==> src/rtl/if_stage_pkg.sv <==
// Shared definitions for the instruction-fetch stage: FSM encoding, opcode
// patterns used to pick the sign-extension format, and the format codes.
package if_stage_pkg;

  typedef enum logic [1:0] {
    ST_FETCH = 2'd0,
    ST_HOLD  = 2'd1,
    ST_DRAIN = 2'd2
  } fetch_state_e;

  localparam logic [1:0] ALU_IMM = 2'b00;
  localparam logic [1:0] DT_ADDR = 2'b01;
  localparam logic [1:0] BR_ADDR = 2'b10;
  localparam logic [1:0] CB_ADDR = 2'b11;

  localparam logic [5:0]  OP_B     = 6'b000101;
  localparam logic [7:0]  OP_CBZ   = 8'b10110100;
  localparam logic [7:0]  OP_CBNZ  = 8'b10110101;
  localparam logic [7:0]  OP_BCOND = 8'b01010100;
  localparam logic [10:0] OP_LDUR  = 11'b11111000010;
  localparam logic [10:0] OP_STUR  = 11'b11111000000;

endpackage

==> src/rtl/if_stage_seu_sel_decode.sv <==
// Combinational decode of the opcode field into the sign-extension format
// select. Only bits [31:21] of the instruction matter here.
module seu_sel_decode
  import if_stage_pkg::*;
(
  input  logic [10:0] op_i,
  output logic [1:0]  sel_o
);

  always_comb begin
    sel_o = ALU_IMM;
    if (op_i[10:5] == OP_B) begin
      sel_o = BR_ADDR;
    end else if (op_i[10:3] == OP_CBZ || op_i[10:3] == OP_CBNZ ||
                 op_i[10:3] == OP_BCOND) begin
      sel_o = CB_ADDR;
    end else if (op_i == OP_LDUR || op_i == OP_STUR) begin
      sel_o = DT_ADDR;
    end
  end

endmodule

==> src/rtl/if_stage.sv <==
// Instruction-fetch stage: issues fetches to instruction memory, fills the
// IF/ID entry, absorbs one word of downstream stall in a skid register.
module if_stage
  import if_stage_pkg::*;
#(
  parameter logic [63:0] RESET_PC = 64'h0
) (
  input  logic         clk,
  input  logic         reset,
  output logic         imem_req,
  output logic [63:0]  imem_addr,
  input  logic         imem_ack,
  input  logic [31:0]  imem_rdata,
  input  logic         stall,
  input  logic         branch_taken,
  input  logic [63:0]  branch_pc,
  input  logic [63:0]  imm_ext,
  output logic         ifid_valid,
  output logic [63:0]  ifid_pc,
  output logic [31:0]  ifid_instr,
  output logic [25:0]  seu_addr,
  output logic [1:0]   seu_sel,
  output fetch_state_e dbg_state_o
);

  // Handshake: imem_req stays high with imem_addr stable until a single-cycle
  // imem_ack returns the word; ack is only meaningful while imem_req is high.
  fetch_state_e state_q;
  logic [63:0]  pc_q;
  logic [63:0]  drain_addr_q;
  logic [63:0]  skid_pc_q;
  logic [31:0]  skid_instr_q;
  logic         ifid_valid_q;
  logic [63:0]  ifid_pc_q;
  logic [31:0]  ifid_instr_q;

  logic [63:0]  pc_inc_d;
  logic [63:0]  br_target_d;

  assign pc_inc_d    = pc_q + 64'd4;
  assign br_target_d = branch_pc + (imm_ext << 2);

  // While draining, the memory still owns the pre-redirect address.
  assign imem_req  = !reset && (state_q != ST_HOLD);
  assign imem_addr = (state_q == ST_DRAIN) ? drain_addr_q : pc_q;

  assign ifid_valid  = ifid_valid_q;
  assign ifid_pc     = ifid_pc_q;
  assign ifid_instr  = ifid_instr_q;
  assign seu_addr    = ifid_instr_q[25:0];
  assign dbg_state_o = state_q;

  seu_sel_decode u_seu_sel_decode (
    .op_i  (ifid_instr_q[31:21]),
    .sel_o (seu_sel)
  );

  always_ff @(posedge clk) begin
    if (reset) begin
      state_q      <= ST_FETCH;
      pc_q         <= RESET_PC;
      drain_addr_q <= '0;
      skid_pc_q    <= '0;
      skid_instr_q <= '0;
      ifid_valid_q <= 1'b0;
      ifid_pc_q    <= '0;
      ifid_instr_q <= '0;
    end else if (branch_taken) begin
      pc_q         <= br_target_d;
      ifid_valid_q <= 1'b0;
      skid_pc_q    <= '0;
      skid_instr_q <= '0;
      case (state_q)
        ST_FETCH: begin
          if (!imem_ack) begin
            state_q      <= ST_DRAIN;
            drain_addr_q <= pc_q;
          end
        end
        ST_HOLD:  state_q <= ST_FETCH;
        // A drain ack arriving with the redirect completes the drain.
        default:  if (imem_ack) state_q <= ST_FETCH;
      endcase
    end else begin
      case (state_q)
        ST_FETCH: begin
          if (imem_ack) begin
            pc_q <= pc_inc_d;
            if (!ifid_valid_q || !stall) begin
              ifid_valid_q <= 1'b1;
              ifid_pc_q    <= pc_q;
              ifid_instr_q <= imem_rdata;
            end else begin
              skid_pc_q    <= pc_q;
              skid_instr_q <= imem_rdata;
              state_q      <= ST_HOLD;
            end
          end else if (ifid_valid_q && !stall) begin
            ifid_valid_q <= 1'b0;
          end
        end
        ST_HOLD: begin
          if (!stall) begin
            ifid_valid_q <= 1'b1;
            ifid_pc_q    <= skid_pc_q;
            ifid_instr_q <= skid_instr_q;
            state_q      <= ST_FETCH;
          end
        end
        default: begin
          if (imem_ack) state_q <= ST_FETCH;
        end
      endcase
    end
  end

endmodule

==> config.mk <==
export PLATFORM = sky130hd
export DESIGN_NAME = if_stage
export DESIGN_NICKNAME = d
export VERILOG_FILES = /design/src/rtl/if_stage_pkg.sv /design/src/rtl/if_stage_seu_sel_decode.sv /design/src/rtl/if_stage.sv
export SDC_FILE = /design/constraint.sdc
export NUM_CORES = 1
export LEC_CHECK = 0
export BUFFER_PORTS_ARGS = -buffer_cell sky130_fd_sc_hd__buf_2
export CAP_MARGIN = 10
export CORE_MARGIN = 2
export CORE_UTILIZATION = 40
export CTS_CLUSTER_SIZE = 8
export DETAILED_ROUTE_END_ITERATION = 8
export PLACE_DENSITY = 0.59
export SYNTH_ARGS = -nofsm -noshare
export SYNTH_HDL_FRONTEND = slang
export SYNTH_SLANG_ARGS = --single-unit
==> constraint.sdc <==
create_clock -name clk -period 7.8 [get_ports clk]
set_input_delay 0.39 -clock clk [delete_from_list [all_inputs] [get_ports clk]]
set_output_delay 0.39 -clock clk [all_outputs]
set_load 0.02 [all_outputs]
# ---- Yosys cells after proc, flatten, opt, wreduce, memory -nomap -nowiden
# Index checks and enable logic that the tools add are counted.
dict set report word_totals {
  reg_bits 323
  wordCells 79
  out_inout_bits 192
  in_bits 165
}
dict set report op_classes {
  reduce_logical 20
  n_mux 28
  bitwise 3
  eq_ne 18
  addsub 2
}
# op n
set op_table {}
lappend op_table {{$mux W64} 7}
lappend op_table {{$pmux W64 S2} 1}
lappend op_table {{$mux W32} 3}
lappend op_table {{$add A64 B3 Y64 const B} 1}
lappend op_table {{$add A64 B64 Y64} 1}
lappend op_table {{$pmux W32 S2} 1}
lappend op_table {{$eq A11 B11 Y1 const B} 2}
lappend op_table {{$ne A3 B3 Y1 const B} 6}
lappend op_table {{$eq A8 B8 Y1 const B} 2}
lappend op_table {{$mux W2} 8}
lappend op_table {{$eq A8 B7 Y1 const B} 1}
lappend op_table {{$pmux W2 S2} 2}
lappend op_table {{$reduce_and A4 Y1} 2}
lappend op_table {{$eq A6 B3 Y1 const B} 1}
lappend op_table {{$ne A2 B2 Y1 const B} 3}
lappend op_table {{$reduce_and A3 Y1} 2}
lappend op_table {{$reduce_bool A2 Y1} 3}
lappend op_table {{$mux W1} 5}
lappend op_table {{$reduce_and A5 Y1} 1}
lappend op_table {{$logic_or A1 B1 Y1} 4}
lappend op_table {{$logic_not A1 Y1} 3}
lappend op_table {{$not A1 Y1} 3}
lappend op_table {{$eq A2 B1 Y1 const B} 1}
lappend op_table {{$eq A2 B2 Y1 const B} 1}
lappend op_table {{6 further kinds} 7}

# ---- Depth between registers and ports, before layout
# Gate-level depths: netlist (run 1).
dict set report logic_depth {
  depth_word 6
  depth_mapped 12
  mapped_depth_nobuf 11
}

# ---- Hierarchy
# A second synthesis (run 1) with hierarchy kept.
dict set report hier_totals {
  hier_cells 2272
  area_unflattened_um2 18041.1
}
# mod area_per_inst_um2 cells_each instances
set by_module_without_submodules {}
lappend by_module_without_submodules {if_stage 17967.2 2261 1}
lappend by_module_without_submodules {seu_sel_decode 73.8 11 1}

# ---- Least setup slack after synthesis (run 1)
# No wires, ideal clock.
dict set report synth_path {
  path_type {input port to flip-flop}
  startpoint {in branch_pc[2]}
  endpoint {reg pc_q[60]}
  setup_time_ns 0.137
  arrival_ns 2.967
  path_slack_ns 4.695
  path_buffers 0
  cell_stages 11
  cell_sequence {ha_1 > fa_1 > a21o_1 > a221o_1 > a211oi_1 > a211oi_1 > or3_1 > o21ai_1 > o21ai_0 > a41oi_1 > o221ai_1}
}
dict set report synth_via {
  elab_chain_len 2
}
# item line
set synth_rtl {}
lappend synth_rtl {{from (decl)} if_stage.sv:16} ;# input logic [63:0] branch_pc,
lappend synth_rtl {{$add A64 B64 Y64} if_stage.sv:41} ;# assign br_target_d = branch_pc + (imm_ext << 2);
lappend synth_rtl {{$mux W64} if_stage.sv:68} ;# end else if (branch_taken) begin
lappend synth_rtl {{to (signal assigned)} if_stage.sv:69} ;# pc_q <= br_target_d;
lappend synth_rtl {{to (signal assigned)} if_stage.sv:88} ;# pc_q <= pc_inc_d;
lappend synth_rtl {{to (decl)} if_stage.sv:29} ;# logic [63:0] pc_q;
# No other way between the ends.
# A chain may end at the register's enable or synchronous reset.

# ---- Worst setup path in the final report (run 1)
dict set report layout_path {
  startpoint {reg state_q[1] (netlist: dbg_state_o[1])}
  endpoint {out imem_addr[35]}
}
dict set report layout_via {
  elab_chain_len 2
}
# item line
set layout_rtl {}
lappend layout_rtl {{from (decl)} if_stage.sv:28} ;# fetch_state_e state_q;
lappend layout_rtl {{from (signal assigned)} if_stage.sv:60} ;# state_q <= ST_FETCH;
lappend layout_rtl {{from (signal assigned)} if_stage.sv:76} ;# state_q <= ST_DRAIN;
lappend layout_rtl {{from (signal assigned)} if_stage.sv:80} ;# ST_HOLD: state_q <= ST_FETCH;
lappend layout_rtl {{$eq A2 B2 Y1} if_stage.sv:45} ;# assign imem_addr = (state_q == ST_DRAIN) ? drain_addr_q : pc_q;
lappend layout_rtl {{$mux W64} if_stage.sv:45}
lappend layout_rtl {{to (decl)} if_stage.sv:11} ;# output logic [63:0] imem_addr,
# No other way between the ends.

==> flow_metrics.tcl, run 1 <==
set metrics [dict create \
    track_usage_pct 23.9 \
    status "finished, final reports clean" \
    finalClockSkew_ns 0.0168 \
    period_share_pct 47.2 \
    routed_wl_mm 57.5 \
    startpoint_type "register" \
    yosys.area.top_type "dfxtp_1" \
    design_area_mm2 0.0208 \
    post-cts-setup-buffers 0 \
    placedCellCount 2991 \
    routabilityCongestion 0.923 \
    ir_drop_uv 136 \
    worst_slew_pin_slew_ns 1.11 \
    clockRootBuffer "clkbuf_16" \
    yosysUniqueCellTypes 73 \
    synth.avg_cell_area_um2 7.98 \
    numCtsBuffers 46 \
    first_pass_iters 7 \
    synth-main-ff-cell "dfxtp_1" \
    clock.fmax_mhz 271 \
    p_sw_mw 1.37 \
    yosys_warnings 0 \
    die_h_um 215 \
    drive_gt1_share_pct 20.3 \
    cp.required_ns 7.41 \
    p_sw_share_pct 30.3 \
    r2r_setup_slack_ns 4.32 \
    routed_via_density 5.46 \
    combPwrFrac_pct 20.0 \
    netlist_top_cells_area "dfxtp_1 (36%), nand2_1 (8.7%), a21oi_1 (6.5%)" \
    clock_sinks 323 \
    grt-ovfl-total 0 \
    route.detailed.drc 0 \
    place.port_buffers 354 \
    finalPower_mw 4.50 \
    synth-edff-count 0 \
    async_flop_share_pct 0 \
    cts_buffer_depth 3 \
    maxCapViolCount 0 \
    die_area_mm2 0.0463 \
    rsz0062_at_grt "false" \
    wire_per_inst_um 18.9 \
    layout_commonest_cell "nand2_1" \
    antenna_found_initial 1 \
    netlist_instances 2233 \
    die_width_um 215 \
    whs_ns 0.0774 \
    initial_utilization_pct 40.4 \
    crit_fanout 39 \
    syn_area_mm2 0.0178 \
    grt_max_degree 92 \
    clk_latency_ns 0.56 \
    syn_nets 2461 \
    num_io_pins 357 \
    rows 77 \
    p_per_area_mw_per_mm2 216 \
    worstSetupPathType "register to output pin" \
    relSlewSlack_pct 25.6 \
    p_leak_nw 8.87 \
    cts_resized 0 \
    cts-hold-fix-buffers 0 \
    cp.arrival_ns 3.29 \
    setup_viol 0 \
    core_area_mm2 0.0441 \
    fin_cells 3042 \
    crit_path_end_kind "output pin" \
    drt_iter0_markers 1026 \
    slew_viol_final 0 \
    intPower_mw 3.14 \
    tns_ns 0 \
    ys_ff_latch 323 \
    seqPwrFrac_pct 41.0 \
    hpwlAfterDp_mm 40.8 \
    power.share.clock_pct 39.0 \
    vias 16600 \
    n_fill_cell 4452 \
    seq_area_frac_synth_pct 36.3 \
    cts_tree "done" \
    clkSlewWorstSetupHoldPaths_ns 0.05 \
    htreeDepth 2 \
    final_cell_mix "nand2_1 (413), buf_2 (352), dfxtp_1 (323), a21oi_1 (232), nor2_1 (207)" \
    dpl_cell_area_mm2 0.0196 \
    first_global_vias 15600 \
    grt_pass1_wl_mm 87.6 \
    min_period_ns 3.68 \
    synthToLayoutAreaGrowth_pct 16.9 \
    hold_violations 0 \
    fin_nets 2675 \
    hold_path.class "input pin to register" \
    synth_top_area_share_pct 36.3 \
    ant_nets 0 \
]
==> power groups by stage <==
stage	Clock [mW]	Sequential, mW	Combinational (mW)
after CTS	1.80	1.84	0.901
after global placement	0	1.87	0.893
after detailed placement	0	1.88	0.897
after global routing	1.87	1.86	0.978
after floorplan	0	1.87	0.608
final	1.76	1.85	0.902
==> sequential cells by signal, indices dropped and copies added (netlist names) <==
signal,flops
dbg_state_o,2
skid_pc_q,64
drain_addr_q,64
ifid_instr,32
ifid_valid,1
skid_instr_q,32
ifid_pc,64
pc_q,64
==> layer usage <==
layer | GRT usage (%) | vias to the layer above | share of wire (%)
met5 | 0 | - | 0
met4 | 9.03 | 0 | 3.2
met3 | 3.11 | 99 | 5.3
met2 | 39.6 | 539 | 46
met1 | 31.6 | 7711 | 45
li1 | - | 8261 | -
==> worst max-delay path, stage by stage (launching register included) <==
cell	delay, ns
dfxtp_1	0.52
nor2b_4	0.96
buf_4	0.63
mux2_2	0.42
buf_2	0.17
==> kinds of logic after synthesis <==
group / share of synthesized area [%]
XOR/XNOR: 5.26
adder cells (fa/ha/maj): 4.47
buffers and inverters: 5.34
AO/OA/AOI/OAI: 20.3
flip-flops: 36.3
multiplexers: 9.23
AND/OR/NAND/NOR: 19.2
==> cell type report <==
class                   instances  area [µm²]  area share [%]
multi-input cells            1688       10500            50.2
flip-flops and latches        323        6470            31.0
repair buffers                369        1890            9.09
clock buffers                  48        1190            5.71
well taps                     592         741            3.56
inverters                      19        71.3           0.342
clock inverters                 2        13.8          0.0661
diodes                          1        2.50          0.0120
==> metrics by stage <==
stage	utilization [%]	setup slack, ns
finish	47.2	4.12
global route	47.2	3.94
CTS	47.2	4.04
detailed placement	44.5	3.63
global placement	44.5	3.68
floorplan	-	4.70
==> worst paths after layout <==
path | start | depth (start not counted) | to
min reg2reg | drain_addr_q[62] | 2 | drain_addr_q[62]
max | dbg_state_o[1] | 4 | imem_addr[35]
max reg2reg | dbg_state_o[0] | 8 | ifid_instr[29]
min | branch_pc[0] | 3 | pc_q[0]
==> cell usage after synthesis, types with 6 or more instances <==
| cell | instances |
|---|---|
| o22ai_1 | 6 |
| nor2_1 | 209 |
| xor2_1 | 41 |
| dfxtp_1 | 323 |
| buf_1 | 13 |
| buf_4 | 26 |
| nor4_1 | 8 |
| a31oi_1 | 12 |
| a2111oi_0 | 6 |
| and4_1 | 7 |
| buf_2 | 9 |
| nor2b_1 | 6 |
| clkbuf_1 | 153 |
| or3_1 | 10 |
| ha_1 | 62 |
| nor3_1 | 21 |
| inv_1 | 19 |
| o21ai_0 | 50 |
| o211ai_1 | 8 |
| xnor2_1 | 66 |
| nand2b_1 | 11 |
| nor3b_1 | 10 |
| nand3_1 | 23 |
| nand4_1 | 32 |
| and2_1 | 8 |
| mux2i_1 | 98 |
| o21a_1 | 6 |
| mux2_2 | 59 |
| a21oi_1 | 232 |
| and3_1 | 17 |
| a21o_1 | 41 |
| o21bai_1 | 12 |
| nand2_1 | 414 |
| a211oi_1 | 150 |
(Power assumes the default switching activity.)
==> inputs of run 2 (changes only) <==
- PLACE_DENSITY: 0.59 -> 0.61
- clock period: 7.8 -> 3.2 ns (I/O delays scaled with it)
==> flow_metrics.tcl, run 2 (synthesis gave the netlist of run 1 again) <==
set metrics [dict create \
    startpoint_type "input pin" \
    cp_top_family "compound AO/OA/AOI/OAI gates" \
    rsz0062_at_grt "false" \
    route.detailed.drc 0 \
    ir_drop_uv 339 \
    num_io_pins 357 \
    routed_via_density 5.44 \
    p_sw_mw 3.40 \
    seqPwrFrac_pct 39.9 \
    die_area_mm2 0.0463 \
    place.port_buffers 354 \
    hold_start "reset" \
    wire_per_inst_um 18.8 \
    fin_nets 2808 \
    drt_iter0_markers 1057 \
    crit_path_max_incr_delay_ns 0.43 \
    grt_pass1_wl_mm 93.4 \
    synthToLayoutAreaGrowth_pct 23.5 \
    clkSlewWorstSetupHoldPaths_ns 0.05 \
    hold_path.class "input pin to register" \
    p_per_area_mw_per_mm2 510 \
    grt-ovfl-total 0 \
    htreeDepth 2 \
    cts_tree "done" \
    slew_viol_final 0 \
    drive_gt1_share_pct 22.9 \
    post-cts-setup-buffers 0 \
    use_met3_pct 3.52 \
    use_met2_pct 42.6 \
    p_sw_share_pct 30.3 \
    intPower_mw 7.81 \
    combPwrFrac_pct 21.6 \
    diodes 0 \
    place_ws_ns -0.347 \
    vias 17300 \
    crit_path_end_kind "register" \
    worstPathBufferInverterCount 3 \
    crit_chain "buf_2 > ha_1 > fa_1 > a21o_1 > a221o_1 > a211oi_1 > buf_4 > buf_4 > a211oi_1 > or3_1 > o21ai_1 > o21ai_0 > a41oi_1 > o221ai_1" \
    status "finished, final reports clean" \
    p_leak_nw 9.52 \
    n_fill_cell 4357 \
    cp.required_ns 3.61 \
    finalPower_mw 11.2 \
    first_global_vias 16700 \
    antenna_found_initial 0 \
    finalClockSkew_ns 0.0180 \
    layout_commonest_cell "nand2_1" \
    routabilityCongestion 0.919 \
    track_usage_pct 25.2 \
    startpoint "branch_pc[2]" \
    min_period_ns 3.02 \
    die_width_um 215 \
    worstSetupPathType "input pin to register" \
    cts_resized 0 \
    routed_wl_mm 59.8 \
    clock.fmax_mhz 331 \
    whs_ns 0.0396 \
    clock_sinks 323 \
    hold_violations 0 \
    die_h_um 215 \
    maxCapViolCount 0 \
    use_met1_pct 33.5 \
    rows 77 \
    fin_cells 3176 \
    first_pass_iters 5 \
    crit_fanout 4 \
    clockRootBuffer "clkbuf_16" \
    cts_buffer_depth 3 \
    top_usage_layer "met2" \
    cp.arrival_ns 3.43 \
    clk_latency_ns 0.57 \
    grt_max_degree 133 \
    fin_ws_ns 0.178 \
    power.share.clock_pct 38.5 \
    setup_viol 0 \
    cts-hold-fix-buffers 37 \
    worst_slew_pin_slew_ns 1.02 \
    numCtsBuffers 46 \
    relSlewSlack_pct 32.1 \
    initial_utilization_pct 40.4 \
    ant_nets 0 \
    placedCellCount 3087 \
    core_area_mm2 0.0441 \
    r2r_start "pc_q[8]" \
    hpwlAfterDp_mm 42.7 \
    critical_path.slowest_cell "fa_1" \
    period_share_pct 94.4 \
    final_cell_mix "nand2_1 (413), buf_2 (352), dfxtp_1 (323), a21oi_1 (232), nor2_1 (207)" \
]
==> run 2: metrics by stage <==
| stage | util [%] | TNS, ns | area (µm²) |
|---|---|---|---|
| floorplan | - | 0 | 17800 |
| global placement | 46.3 | -1.42 | 20400 |
| detailed placement | 46.3 | -2.19 | 20400 |
| CTS | 49.9 | 0 | 22000 |
| global route | 49.9 | 0 | 22000 |
| finish | 49.9 | 0 | 22000 |
==> run 2: worst paths after layout <==
check                                         to  slack (ns)  depth (start not counted)
worst max-delay path                    pc_q[60]        0.18                         14
worst min-delay path            drain_addr_q[60]        0.04                          2
worst max register to register          pc_q[52]        0.26                         10
worst min register to register     skid_pc_q[19]        0.45                          2
==> run 2: final cells by class <==
type                    count  area (µm²)  share of cell area (%)
inverters                  19        71.3                   0.324
clock inverters             1        8.76                  0.0398
clock buffers              51        1200                    5.46
flip-flops and latches    323        6470                    29.4
multi-input cells        1688       10500                    47.5
well taps                 592         741                    3.37
repair buffers            502        3060                    13.9
==> run 2: metal layers <==
metal  up-vias  share of wire [%]
met5         -                  0
met4         0                2.5
met3        83                4.8
met2       517                 47
met1      8151                 45
li1       8515                  -
==> run 2: power groups by stage <==
stage          Clock, mW  Combinational (mW)  Sequential, mW
3_5_place_dp           0                2.37            4.55
2_1_floorplan          0                1.48            4.55
4_1_cts             4.41                2.42            4.47
5_1_grt             4.57                2.63            4.50
3_3_place_gp           0                2.35            4.54
6_report            4.31                2.42            4.48
==> inputs of run 3 (changes only) <==
- BUFFER_PORTS_ARGS: -buffer_cell sky130_fd_sc_hd__buf_2 -> unset
- CORE_UTILIZATION: 40 -> 58
- DONT_BUFFER_PORTS: unset -> 1
- PLACE_DENSITY: 0.61 -> 0.74
- SYNTH_HIERARCHICAL: unset -> 1
==> flow_metrics.tcl, run 3 <==
set metrics [dict create \
    status "finished, final reports clean" \
    diodes 0 \
    maxCapViolCount 0 \
    layout_commonest_cell "nand2_1" \
    synth.avg_cell_area_um2 7.94 \
    n_fill_cell 2607 \
    hold_path.class "input pin to register" \
    route.detailed.drc 0 \
    ys_top_cells_by_count "nand2_1 (421), dfxtp_1 (323), a21oi_1 (242), nor2_1 (217), clkbuf_1 (160)" \
    relSlewSlack_pct 37.9 \
    final_cell_mix "nand2_1 (420), dfxtp_1 (310), a21oi_1 (242), nor2_1 (217), a211oi_1 (136)" \
    fin_nets 2453 \
    netlist_top_cells_area "dfxtp_1 (36%), nand2_1 (8.8%), a21oi_1 (6.7%)" \
    synth-main-ff-cell "dfxtp_1" \
    first_global_vias 14900 \
    synthToLayoutAreaGrowth_pct 11.5 \
    clock.fmax_mhz 326 \
    drt_iter0_markers 1048 \
    min_period_ns 3.07 \
    setup_viol 0 \
    htreeDepth 2 \
    clk_latency_ns 0.53 \
    async_flop_share_pct 0 \
    num_io_pins 357 \
    fin_cells 2622 \
    yosys_warnings 6 \
    worst_slew_pin_slew_ns 0.922 \
    netlist_instances 2272 \
    synth_top_area_share_pct 35.8 \
    grt-ovfl-total 0 \
    clockRootBuffer "clkbuf_16" \
    hold_path_end "pc_q[51]" \
    antenna_found_initial 0 \
    cts_tree "done" \
    p_per_area_mw_per_mm2 536 \
    wire_per_inst_um 19.8 \
    ys_ff_latch 323 \
    routed_wl_mm 51.9 \
    hold_depth 3 \
    die_width_um 180 \
    core_area_mm2 0.0306 \
    crit_path_end_kind "register" \
    place.port_buffers 0 \
    worst-r2r-cell-count 11 \
    track_usage_pct 30.5 \
    die_h_um 180 \
    hpwlAfterDp_mm 34.9 \
    r2r_setup_slack_ns 0.18 \
    fin_ws_ns 0.132 \
    period_share_pct 95.9 \
    seq_area_frac_synth_pct 35.8 \
    routabilityCongestion 0.888 \
    yosysUniqueCellTypes 80 \
    rows 64 \
    clock_sinks 323 \
    grt_max_degree 181 \
    crit_fanout 4 \
    r2r-end "pc_q[31]" \
    multi_input_comb_area_mm2 0.0106 \
    grt_pass1_wl_mm 81.3 \
    finalClockSkew_ns 0.0204 \
    worstSetupPathType "input pin to register" \
    p_leak_nw 7.14 \
    syn_nets 2500 \
    cp.required_ns 3.66 \
    first_pass_iters 5 \
    slew_viol_final 0 \
    clkSlewWorstSetupHoldPaths_ns 0.05 \
    ir_drop_uv 419 \
    drive_gt1_share_pct 9.07 \
    cts_buffer_depth 3 \
    hold_start "reset" \
    ant_nets 0 \
    vias 16000 \
    hold_violations 0 \
    die_area_mm2 0.0325 \
    regArea_mm2 0.00648 \
    initial_utilization_pct 59.0 \
    synth-edff-count 0 \
    whs_ns 0.0229 \
    yosys.area.top_type "dfxtp_1" \
    numCtsBuffers 46 \
    placedCellCount 2481 \
    routed_via_density 6.10 \
    cp.arrival_ns 3.53 \
    r2r_start "pc_q[13]" \
    syn_area_mm2 0.0180 \
    place_ws_ns 0.301 \
    yosysMostFrequentCell "nand2_1" \
    startpoint_type "input pin" \
]
## run 3: worst max-delay path by stage
stage	startpoint	endpoint	slack, ns	cells past startpoint
CTS	pc_q[26]	pc_q[53]	0.03	10
floorplan	branch_pc[2]	pc_q[50]	0.67	11
global placement	branch_pc[4]	pc_q[61]	0.33	10
detailed placement	branch_pc[4]	pc_q[61]	0.30	10
global route	pc_q[4]	pc_q[53]	-0.02	10
finish	imm_ext[1]	pc_q[46]	0.13	12
## run 3: per-stage QoR
step	power (mW)	setup TNS (ns)	utilization (%)	area (µm²)
after floorplan	6.05	0	-	18000
after global placement	6.40	0	58.6	17900
after detailed placement	6.43	0	58.6	17900
after CTS	10.8	0	65.5	20000
after global routing	11.2	-0.0176	65.7	20100
final	10.8	0	65.7	20100
## run 3: repair_timing
| item | in CTS | in global routing |
|---|---|---|
| resized for setup | 0 | 16 |
| endpoints found under the hold margin | 246 | 0 |
| hold buffers | 87 | 0 |
| buffers inserted | 0 | 5 |
| endpoints found under the setup margin | 0 | 8 |
## run 3: routing by layer
layer / track usage [%] / vias to the layer above / wire length, µm
li1: - / 7805 / -
met1: 40.6 / 7459 / 22600
met2: 48.4 / 638 / 23200
met3: 7.28 / 103 / 4340
met4: 10.5 / 0 / 1770
met5: 0 / - / 0
## run 3: where the power goes
part / switching (mW) / internal (mW) / leakage [nW] / total (mW)
logic: 1.15 / 0.748 / 3.91 / 1.90
clock network: 1.62 / 2.56 / 0.584 / 4.18
registers: 0.449 / 4.25 / 2.64 / 4.70
## run 3: logic make-up after synthesis
family | count (synthesis) | synth area share, %
DFF | 323 | 35.8
buffers and inverters | 244 | 5.76
and+or+nand+nor | 833 | 20.4
muxes | 155 | 9.01
xor gates and xnor gates | 105 | 5.10
AOI/OAI and AO/OA | 549 | 19.5
adders and majority gates | 63 | 4.41
## run 3: worst max-delay path, cell delays in order
cell           delay, ns
dlygate4sd3_1       0.56
fa_1                0.45
a21o_1              0.22
nand3_1             0.14
a211oi_2            0.13
o31ai_2             0.35
a21oi_2             0.17
o2111ai_4           0.28
nand2_1             0.10
xnor2_1             0.17
a211oi_1            0.23
dlygate4sd3_1       0.56
## run 3: layout make-up
cell class / count / area share, %
multi-input cells: 1705 / 52.7
flip-flops and latches: 323 / 32.2
repair buffers: 124 / 6.20
clock buffers: 47 / 5.85
well taps: 396 / 2.46
inverters: 25 / 0.467
clock inverters: 2 / 0.0809
